`config.mk`:
```
export PLATFORM = sky130hd
export DESIGN_NAME = pingpong_rd_sched
export DESIGN_NICKNAME = d
export VERILOG_FILES = /design/src/rtl/pingpong_rd_sched_pkg.sv /design/src/rtl/pingpong_rd_sched_bank_tracker.sv /design/src/rtl/pingpong_rd_sched.sv
export SDC_FILE = /design/constraint.sdc
export NUM_CORES = 1
export LEC_CHECK = 0
export CAP_MARGIN = 15
export CORE_AREA = 2 2 67 85
export CTS_BUF_LIST = sky130_fd_sc_hd__clkbuf_8
export DETAILED_ROUTE_END_ITERATION = 16
export DIE_AREA = 0 0 69 87
export GPL_ROUTABILITY_DRIVEN = 1
export PLACE_DENSITY = 0.69
export SETUP_SLACK_MARGIN = 0.2
export SYNTH_ARGS = -nofsm -noshare
export SYNTH_HDL_FRONTEND = slang
export SYNTH_SLANG_ARGS = --single-unit
```
`constraint.sdc`:
```
create_clock -name RFCLK -period 3.55 [get_ports RFCLK]
set_input_delay 0.8875 -clock RFCLK [delete_from_list [all_inputs] [get_ports RFCLK]]
set_output_delay 0.8875 -clock RFCLK [all_outputs]
set_load 0.05 [all_outputs]
```
`src/rtl/pingpong_rd_sched_pkg.sv`:
```
// Shared constants for the ping-pong packet buffer: geometry, packet sizes
// and the read scheduler's state encoding.
package pingpong_rd_sched_pkg;

  localparam int LINE_BYTES    = 1392;
  localparam int IMG_HEIGHT    = 1024;

  localparam int RD_WORDS_DEF  = 352;
  localparam int CMD_WORDS_DEF = 4;
  localparam int HEIGHT_DEF    = IMG_HEIGHT;
  localparam int AW_DEF        = 10;

  typedef logic [1:0] state_t;

  localparam state_t ST_IDLE   = 2'd0;
  localparam state_t ST_PIX_RD = 2'd1;
  localparam state_t ST_CMD_RD = 2'd2;
  localparam state_t ST_FLUSH  = 2'd3;

endpackage

```
`src/rtl/pingpong_rd_sched_bank_tracker.sv`:
```
// Watches the ingress write strobe and keeps per-bank full/type bits plus
// the sticky overrun flag.
module pp_bank_tracker (
  input  logic       RFCLK,
  input  logic       nRST_Pixel,
  input  logic       wrreq,
  input  logic       wr_bank,
  input  logic       mode_set,
  input  logic       frame_sync,
  input  logic       clr_en,
  input  logic       clr_bank,
  output logic [1:0] bank_full,
  output logic [1:0] bank_type,
  output logic       overflow
);

  logic wrreq_d;
  logic wb;
  logic mode_d;
  logic wr_rise;
  logic wr_fall;

  assign wr_rise = wrreq & ~wrreq_d;
  assign wr_fall = ~wrreq & wrreq_d;

  // NOTE: sequential state uses non-blocking assignments so every register
  // samples pre-edge values; where two assignments hit the same bit, the later
  // statement wins, which is how set-over-clear and overrun-over-sync are built.
  always_ff @(posedge RFCLK or negedge nRST_Pixel) begin
    if (!nRST_Pixel) begin
      wrreq_d   <= 1'b0;
      wb        <= 1'b0;
      mode_d    <= 1'b0;
      bank_full <= 2'b00;
      bank_type <= 2'b00;
      overflow  <= 1'b0;
    end else begin
      wrreq_d <= wrreq;
      if (wrreq)
        mode_d <= mode_set;
      if (wr_rise)
        wb <= wr_bank;

      if (frame_sync)
        overflow <= 1'b0;
      if (wr_rise && bank_full[wr_bank])
        overflow <= 1'b1;

      if (clr_en)
        bank_full[clr_bank] <= 1'b0;
      if (wr_fall) begin
        bank_full[wb] <= 1'b1;
        bank_type[wb] <= mode_d;
      end
    end
  end

endmodule

```
`src/rtl/pingpong_rd_sched.sv`:
```
// Read-side scheduler for the 2-bank ping-pong buffer: drains complete banks
// in arrival order, steers beats to pixel/command sinks and counts lines.
module pingpong_rd_sched
  import pingpong_rd_sched_pkg::*;
#(
  parameter int RD_WORDS  = RD_WORDS_DEF,
  parameter int CMD_WORDS = CMD_WORDS_DEF,
  parameter int HEIGHT    = HEIGHT_DEF,
  parameter int AW        = AW_DEF
) (
  input  logic          RFCLK,
  input  logic          nRST_Pixel,
  input  logic          wrreq,
  input  logic          wr_bank,
  input  logic          mode_set,
  input  logic          frame_sync,
  output logic [AW-1:0] rdaddr,
  output logic          rden,
  input  logic          pix_ready,
  output logic          pix_valid,
  output logic          pix_last,
  input  logic          cmd_ready,
  output logic          cmd_valid,
  output logic          cmd_last,
  output logic [1:0]    bank_full,
  output logic [10:0]   line_cnt,
  output logic          frame_done,
  output logic          frame_err,
  output logic          overflow
);

  state_t        state;
  logic          rd_bank;
  logic          cur_cmd;
  logic [AW-2:0] cnt;
  logic [1:0]    bank_type;
  logic          last_word;
  logic          pix_issue;
  logic          cmd_issue;
  logic          flush;
  logic          pix_flush;
  logic          height_hit;

  pp_bank_tracker u_tracker (
    .RFCLK      (RFCLK),
    .nRST_Pixel (nRST_Pixel),
    .wrreq      (wrreq),
    .wr_bank    (wr_bank),
    .mode_set   (mode_set),
    .frame_sync (frame_sync),
    .clr_en     (flush),
    .clr_bank   (rd_bank),
    .bank_full  (bank_full),
    .bank_type  (bank_type),
    .overflow   (overflow)
  );

  assign pix_issue = (state == ST_PIX_RD) & pix_ready;
  assign cmd_issue = (state == ST_CMD_RD) & cmd_ready;
  assign rden      = pix_issue | cmd_issue;
  assign rdaddr    = {rd_bank, cnt};
  assign flush     = (state == ST_FLUSH);
  assign pix_flush = flush & ~cur_cmd;
  assign height_hit = pix_flush & (line_cnt == 11'(HEIGHT - 1));

  always_comb begin
    last_word = 1'b0;
    if (state == ST_PIX_RD)
      last_word = (cnt == (AW-1)'(RD_WORDS - 1));
    else if (state == ST_CMD_RD)
      last_word = (cnt == (AW-1)'(CMD_WORDS - 1));
  end

  always_ff @(posedge RFCLK or negedge nRST_Pixel) begin
    if (!nRST_Pixel) begin
      state   <= ST_IDLE;
      rd_bank <= 1'b0;
      cur_cmd <= 1'b0;
      cnt     <= '0;
    end else begin
      case (state)
        ST_IDLE: begin
          if (bank_full[rd_bank]) begin
            cnt     <= '0;
            cur_cmd <= bank_type[rd_bank];
            state   <= bank_type[rd_bank] ? ST_CMD_RD : ST_PIX_RD;
          end
        end
        ST_PIX_RD, ST_CMD_RD: begin
          if (rden) begin
            cnt <= cnt + 1'b1;
            if (last_word)
              state <= ST_FLUSH;
          end
        end
        ST_FLUSH: begin
          rd_bank <= ~rd_bank;
          state   <= ST_IDLE;
        end
        default: state <= ST_IDLE;
      endcase
    end
  end

  // RAM data trails rden by one cycle, so valid/last are issue strobes delayed to match.
  always_ff @(posedge RFCLK or negedge nRST_Pixel) begin
    if (!nRST_Pixel) begin
      pix_valid <= 1'b0;
      pix_last  <= 1'b0;
      cmd_valid <= 1'b0;
      cmd_last  <= 1'b0;
    end else begin
      pix_valid <= pix_issue;
      pix_last  <= pix_issue & last_word;
      cmd_valid <= cmd_issue;
      cmd_last  <= cmd_issue & last_word;
    end
  end

  // A sync landing on the HEIGHT-th flush completes the frame rather than truncating it.
  always_ff @(posedge RFCLK or negedge nRST_Pixel) begin
    if (!nRST_Pixel) begin
      line_cnt   <= '0;
      frame_done <= 1'b0;
      frame_err  <= 1'b0;
    end else begin
      frame_done <= 1'b0;
      frame_err  <= 1'b0;
      if (height_hit) begin
        line_cnt   <= '0;
        frame_done <= 1'b1;
      end else if (pix_flush) begin
        line_cnt <= line_cnt + 1'b1;
      end
      if (frame_sync) begin
        line_cnt <= '0;
        if (!height_hit && line_cnt != '0 && line_cnt < 11'(HEIGHT))
          frame_err <= 1'b1;
      end
    end
  end

endmodule

```
# --- Word level (Yosys, flattened, before mapping) ---
# Index checks and enable logic that the tools add are counted.
word_totals:
  ff_bits: 38
  inputBits: 8
  out_inout_bits: 31
  wordCells: 96
op_classes:
  addsub: 2
  order_cmp: 6
  n_eq_ne: 9
  muxes: 31
  n_bitwise: 16
  reduce_logical: 15
op_table:
  columns: ["cell", "n"]
  rows:
  - ["11-bit 2-to-1 mux", 3]
  - ["9-bit 2-to-1 mux", 2]
  - ["9-bit case mux with 2 select lines", 1]
  - ["1-bit 2-to-1 mux", 15]
  - ["2-bit 2-to-1 mux", 6]
  - ["11-bit by 1-bit adder with 11-bit output, second input constant", 1]
  - ["11-bit by 10-bit == test with 1-bit output, second input constant", 1]
  - ["11-bit less-than comparator, second input constant", 1]
  - ["11-bit nonzero test", 1]
  - ["9-bit by 1-bit adder with 9-bit output, second input constant", 1]
  - ["9-bit by 2-bit == test with 1-bit output, second input constant", 1]
  - ["9-bit == test, second input constant", 1]
  - ["1-bit AND", 8]
  - ["1-bit by 2-bit less-than comparator with 1-bit output, second input constant", 3]
  - ["2-bit != test, second input constant", 3]
  - ["2-bit case mux with 3 select lines", 1]
  - ["3-bit AND reduction", 2]
  - ["1-bit logical AND", 5]
  - ["2-bit == test, second input constant", 2]
  - ["1-bit NOT", 4]
  - ["2-bit nonzero test", 2]
  - ["3-bit nonzero test", 1]
  - ["2-bit AND", 1]
  - ["2-bit bitwise mux", 1]
  - ["other kinds (10)", 12]

# --- Depth between registers and ports, before layout ---
depth:
  ltp_word: 9
  ltp_mapped: 8
  depth_no_buf: 7

# --- Modules after synthesis ---
# A second synthesis with hierarchy kept.
hier_totals:
  cells_unflattened: 207
  hier_area_um2: 2044.5
modules_own_cells:
  columns: ["mod", "n_inst", "cells_each", "area_per_inst_um2", "seq_area_each_um2"]
  rows:
  - ["pingpong_rd_sched", 1, 184, 1722.9, 750.7]
  - ["pp_bank_tracker", 1, 23, 321.6, 200.2]

# --- Worst setup path before layout ---
# Ideal clock, no wire load.
synth_path:
  kind: "input-to-reg"
  start: "in pix_ready"
  end: "reg cnt[6]"
  setup_time_ns: 0.077
  arrival_time_ns: 2.272
  t_required_ns: 3.473
  path_slack_ns: 1.201
  stages: 6
  path_buffers: 1
  cell_sequence: "a22oi_1 -> inv_1 -> o22ai_4 -> buf_6 -> or4_1 -> a21oi_1"
synth_via:
  elab_chain_cells: 4
synth_rtl:
  columns: ["element", "line", "source"]
  rows:
  - ["start: declaration", "pingpong_rd_sched.sv:19", "input logic pix_ready,"]
  - ["1-bit AND", "pingpong_rd_sched.sv:58", "assign pix_issue = (state == ST_PIX_RD) & pix_ready;"]
  - ["1-bit OR", "pingpong_rd_sched.sv:60", "assign rden = pix_issue | cmd_issue;"]
  - ["named net rden", "pingpong_rd_sched.sv:18", "output logic rden,"]
  - ["2-bit != test (no source line)", null, null]
  - ["3-bit AND reduction (no source line)", null, null]
  - ["end signal: assignment", "pingpong_rd_sched.sv:91", "cnt <= cnt + 1'b1;"]
  - ["end: declaration", "pingpong_rd_sched.sv:35", "logic [AW-2:0] cnt;"]
# The timed path passes the listed nets, and every way through them passes these cells.
# A chain may end at the register's enable or synchronous reset.

# --- Final worst setup path ---
layout_path:
  start: "in pix_ready"
  end: "out rden"
layout_via:
  elab_chain_cells: 2
layout_rtl:
  columns: ["element", "line"]
  rows:
  - ["1-bit AND", "pingpong_rd_sched.sv:58"]
  - ["1-bit OR", "pingpong_rd_sched.sv:60"]
  - ["end: declaration", "pingpong_rd_sched.sv:18"]
# Every way passes these cells.

==> metrics list <==
* Global-route wire length before repair: 7500 µm
- Crit-path leading delay family: buffers and inverters
- Clock tree from TritonCTS: done
* DR pass1 iterations: 4
- Tracing the worst setup path back leads to its startpoint at pix_ready.
- Clock skew on the completed layout was measured at a little under 0.007 ns.
- Number of buffers inserted during clock tree synthesis: 5
- Once detail routing completed, the nets flagged for antenna violations numbered 0.
* Least setup slack across all paths after layout: ~0.66 ns
- Part of the total power dissipated in the clock network: between 15 and 20%
- Clock-pin slew reported for the worst setup and hold paths after clock tree synthesis: around 0.060 ns
- The setup check on the worst reg-to-reg path leaves a slack of approximately 1.3 ns.
* Cells along the critical path: clkdlybuf4s50_1, a22oi_1, inv_1, buf_4
- STA puts the critical path data required time at between 2 and 3 ns.
* Final setup violating endpoints: 0
* Detailed-placement wirelength estimate: a little over 3000 µm
* Minimum setup slack after placement: between 0.6 and 0.7 ns
- Count of input and output buffers: 38
- In this run, the number of DRC markers left after iteration 0 of detailed routing was 73.
- Crit path largest cell delay: around 0.42 ns
- Using the TritonRoute via totals, the vias-per-cell ratio works out to about 5.6.
- Together, buffers and inverters on the worst path number 3.
* Distinct cells, synth: 49
- The number of cells on the worst reg-to-reg path is 5.
- The clock tree synthesis step divided the H-tree into 2 levels.
- Once the floorplan was initialized, standard cells occupied 38.10% of the core.
* Area of the die: ~6000 µm²
- The core region is about 5300 µm².
- Buffers added to address setup during post-CTS repair amount to 0.
- Highest-delay cell along the critical path: clkdlybuf4s50_1
* NetSw: 0.0007490 W
* CTS sink count: 38
- Relative to the synthesized area, the layout overhead comes to 25.12%.
* Setup total negative slack: 0 ns
- Internal power component: 0.0009480 W
- Row cnt: 30
- In this run switching power makes up roughly 44% of total power.
- For the pin with the worst max-slew slack, the measured transition is 0.8399 ns.
- Root buffer cell: clkbuf_8
* WP data arrival: roughly 2 ns
* Critical Path Start Type: input pin
- Number of cells produced by synthesis: roughly 200
* Ranking of synthesized cells by instance count: 38 x dfrtp_1, 16 x nor2_1, 12 x a21oi_1, 12 x nand2_1, 9 x nand3_1
- The biggest area contributor in the post-synthesis netlist is dfrtp_1.
- Aggregate global routing overflow: 0
* Final critical path time including I/O delays and setup: approximately 2.9 ns
- GPL Wtd Cong: between 0.7 and 0.8
- Final Instance Area: between 2000 and 3000 µm²
- Post_cts resized: 0
- Final standard cell utilization of the core: a little under half
- The number of antenna diodes in the final layout is 0.
- The critical path ends at rden.
* Setup repair after global routing missed its margin: no
- Wirelength per Cell: about 14 µm
- Initial antenna violation count: 0
- Post-synthesis instance area: between 2000 and 2500 µm²
* DR DRC count: 0
* Vias in the first global route: roughly 1600
- The tightest min-delay check is of the reg -> reg type.
- Critical R2R Launch: state[1]
- Pin count of the biggest net entering global routing: 39
- Classification of the worst setup path: in -> out
- The max-slew violation count was 0.
- The routed design has between 4000 and 5000 µm of wire.
* Max Root-Sink Buffers: 2
- Proportion of power drawn by flip-flops and latches: about a third
* Share of layout cells above drive strength 1: about 8%
- Hold-fix buffers, CTS: 0
- Measured along the x axis, the die boundary spans slightly below 70 µm.
- Stages on the worst setup path: 4
- Counting flops with an async set or reset pin after synthesis yields a share of between 90% and 100%.
* Worst relative slew slack: between 40 and 50%
- Warnings, synthesis: 0
- Counting flops with a built-in enable in the synthesized netlist gives 0.
* Via Count: around 1700
- The most common cell in the synthesized netlist is dfrtp_1.
* Result of the run: completed
- Across the run, the number of max-cap violations was 0.
- For this run, the leading register cell type out of synthesis is dfrtp_1.
- The die is slightly below 90 µm tall.
- CP endpoint kind: output port
* Hold Vio Cnt, Final: 0
- Period utilization: approximately four fifths
- Largest fanout of any net on the critical path: 5
* Capturing point of the worst reg2reg path: line_cnt[9]
* Number of storage elements in the synthesis netlist: 38
- Synthesis produced a netlist with a net count of approximately 210.
- Later-pin clock latency in the skew report: between 0.2 and 0.3 ns
* Worst vdd rail ir drop: approximately 0.5 mV
* Most area-consuming cells after synthesis: dfrtp_1 48%, ha_1 4.4%, xor2_1 3.5%
- Summing all placed instances gives a cell area of around 2400 µm².
* Sequential cell area fraction in the yosys report: 47.50%
- The average instance in the mapped netlist occupies ~10 µm².
- Comb pwr share: roughly half
- Number of I/O pins: 39
- Including well taps, the total number of placed cells is 293.
* Area share of the leading cell type in the synthesized netlist: a little under half
* Final-stage net count: about 250
- Timing would allow up to roughly 350 MHz.
- Combined global-route utilization of all metal layers: between 10% and 20%
- The count of cells in the finished layout, fillers not included, comes to between 200 and 300.
- Leak pwr: 1.062 nW
* Ratio of total power to cell area: between 600 and 700 nW/µm²
-- per-layer routing --
metal	up-vias	GRT usage, %	wire length [µm]
met4	0	5.348	73
met1	811	17.60	1779
met5	-	0	0
li1	806	-	-
met2	40	28.50	2173
met3	7	3.125	188
-- registers in the layout, summed over array words and instances (netlist names), 2 cells and up --
signal               cells
u_tracker.bank_type      2
cnt                      9
state                    2
u_tracker.bank_full      2
line_cnt                11
-- how the worst min path moves through the flow --
| stage | start | to | slack [ns] | cells after the start |
|---|---|---|---|---|
| after floorplan | cur_cmd | cur_cmd | 0.46 | 2 |
| after global placement | cur_cmd | cur_cmd | 0.48 | 2 |
| after detailed placement | cur_cmd | cur_cmd | 0.49 | 2 |
| after CTS | cur_cmd | cur_cmd | 0.51 | 2 |
| after global routing | u_tracker.bank_type[0] | u_tracker.bank_type[0] | 0.55 | 1 |
| final | cur_cmd | cur_cmd | 0.50 | 2 |
-- power by group through the flow --
stage	registers [W]	logic [W]	clock network, W
floorplan	0.000694	0.000529	0
global placement	0.000587	0.000824	0
detailed placement	0.000591	0.000830	0
CTS	0.000583	0.000832	0.000299
global route	0.000596	0.000905	0.000323
finish	0.000582	0.000828	0.000287
-- metrics by stage --
stage	power [W]	hold slack, ns
2_1_floorplan	0.001223	0.4621
3_3_place_gp	0.001411	0.4817
3_5_place_dp	0.001421	0.4929
4_1_cts	0.001714	0.5074
5_1_grt	0.001823	0.5473
6_report	0.001697	0.5039
-- layout by cell type, fill, tap and decap left out, types with 2 or more instances in the layout --
master and instances:
clkdlybuf4s50_1 36, xor2_1 8, and2_1 4, clkbuf_8 6
dfrtp_1 38, nand2_1 12, buf_4 2, o211ai_1 3
nand3b_1 3, inv_1 8, a211oi_1 2, a21oi_1 12
nand3_1 9, mux2i_1 4, nor2_1 16, o21ai_0 7
nand4_1 6, nand2b_1 2, or4_1 5, and3_1 6
nor4b_1 2, ha_1 7, mux2_2 4, o31ai_1 5
nor3b_1 2, nor4_1 3
-- worst min-delay path, stage by stage, from the launching register on --
cell     delay (ns)
dfrtp_1        0.36
nand2_1        0.05
o21ai_0        0.06
-- cell families (layout without fill, tap and decap cells) --
family	count (synthesis)	in the layout	synth area share [%]
adder cells (fa/ha/maj)	7	7	4.375
XOR/XNOR	8	8	3.500
flip-flops	38	38	47.50
AND/OR/NAND/NOR	78	78	21.81
multiplexers	9	9	5.000
buffers and inverters	16	54	3.687
AO/OA/AOI/OAI	41	41	14.13
-- layout make-up --
type,count,area [µm²]
clock buffers,6,82.58
repair buffers,39,380.4
well taps,64,80.08
inverters,9,33.78
fillers,519,2750
flip-flops and latches,38,950.9
multi-input cells,143,977.2
(Power assumes the default switching activity.)
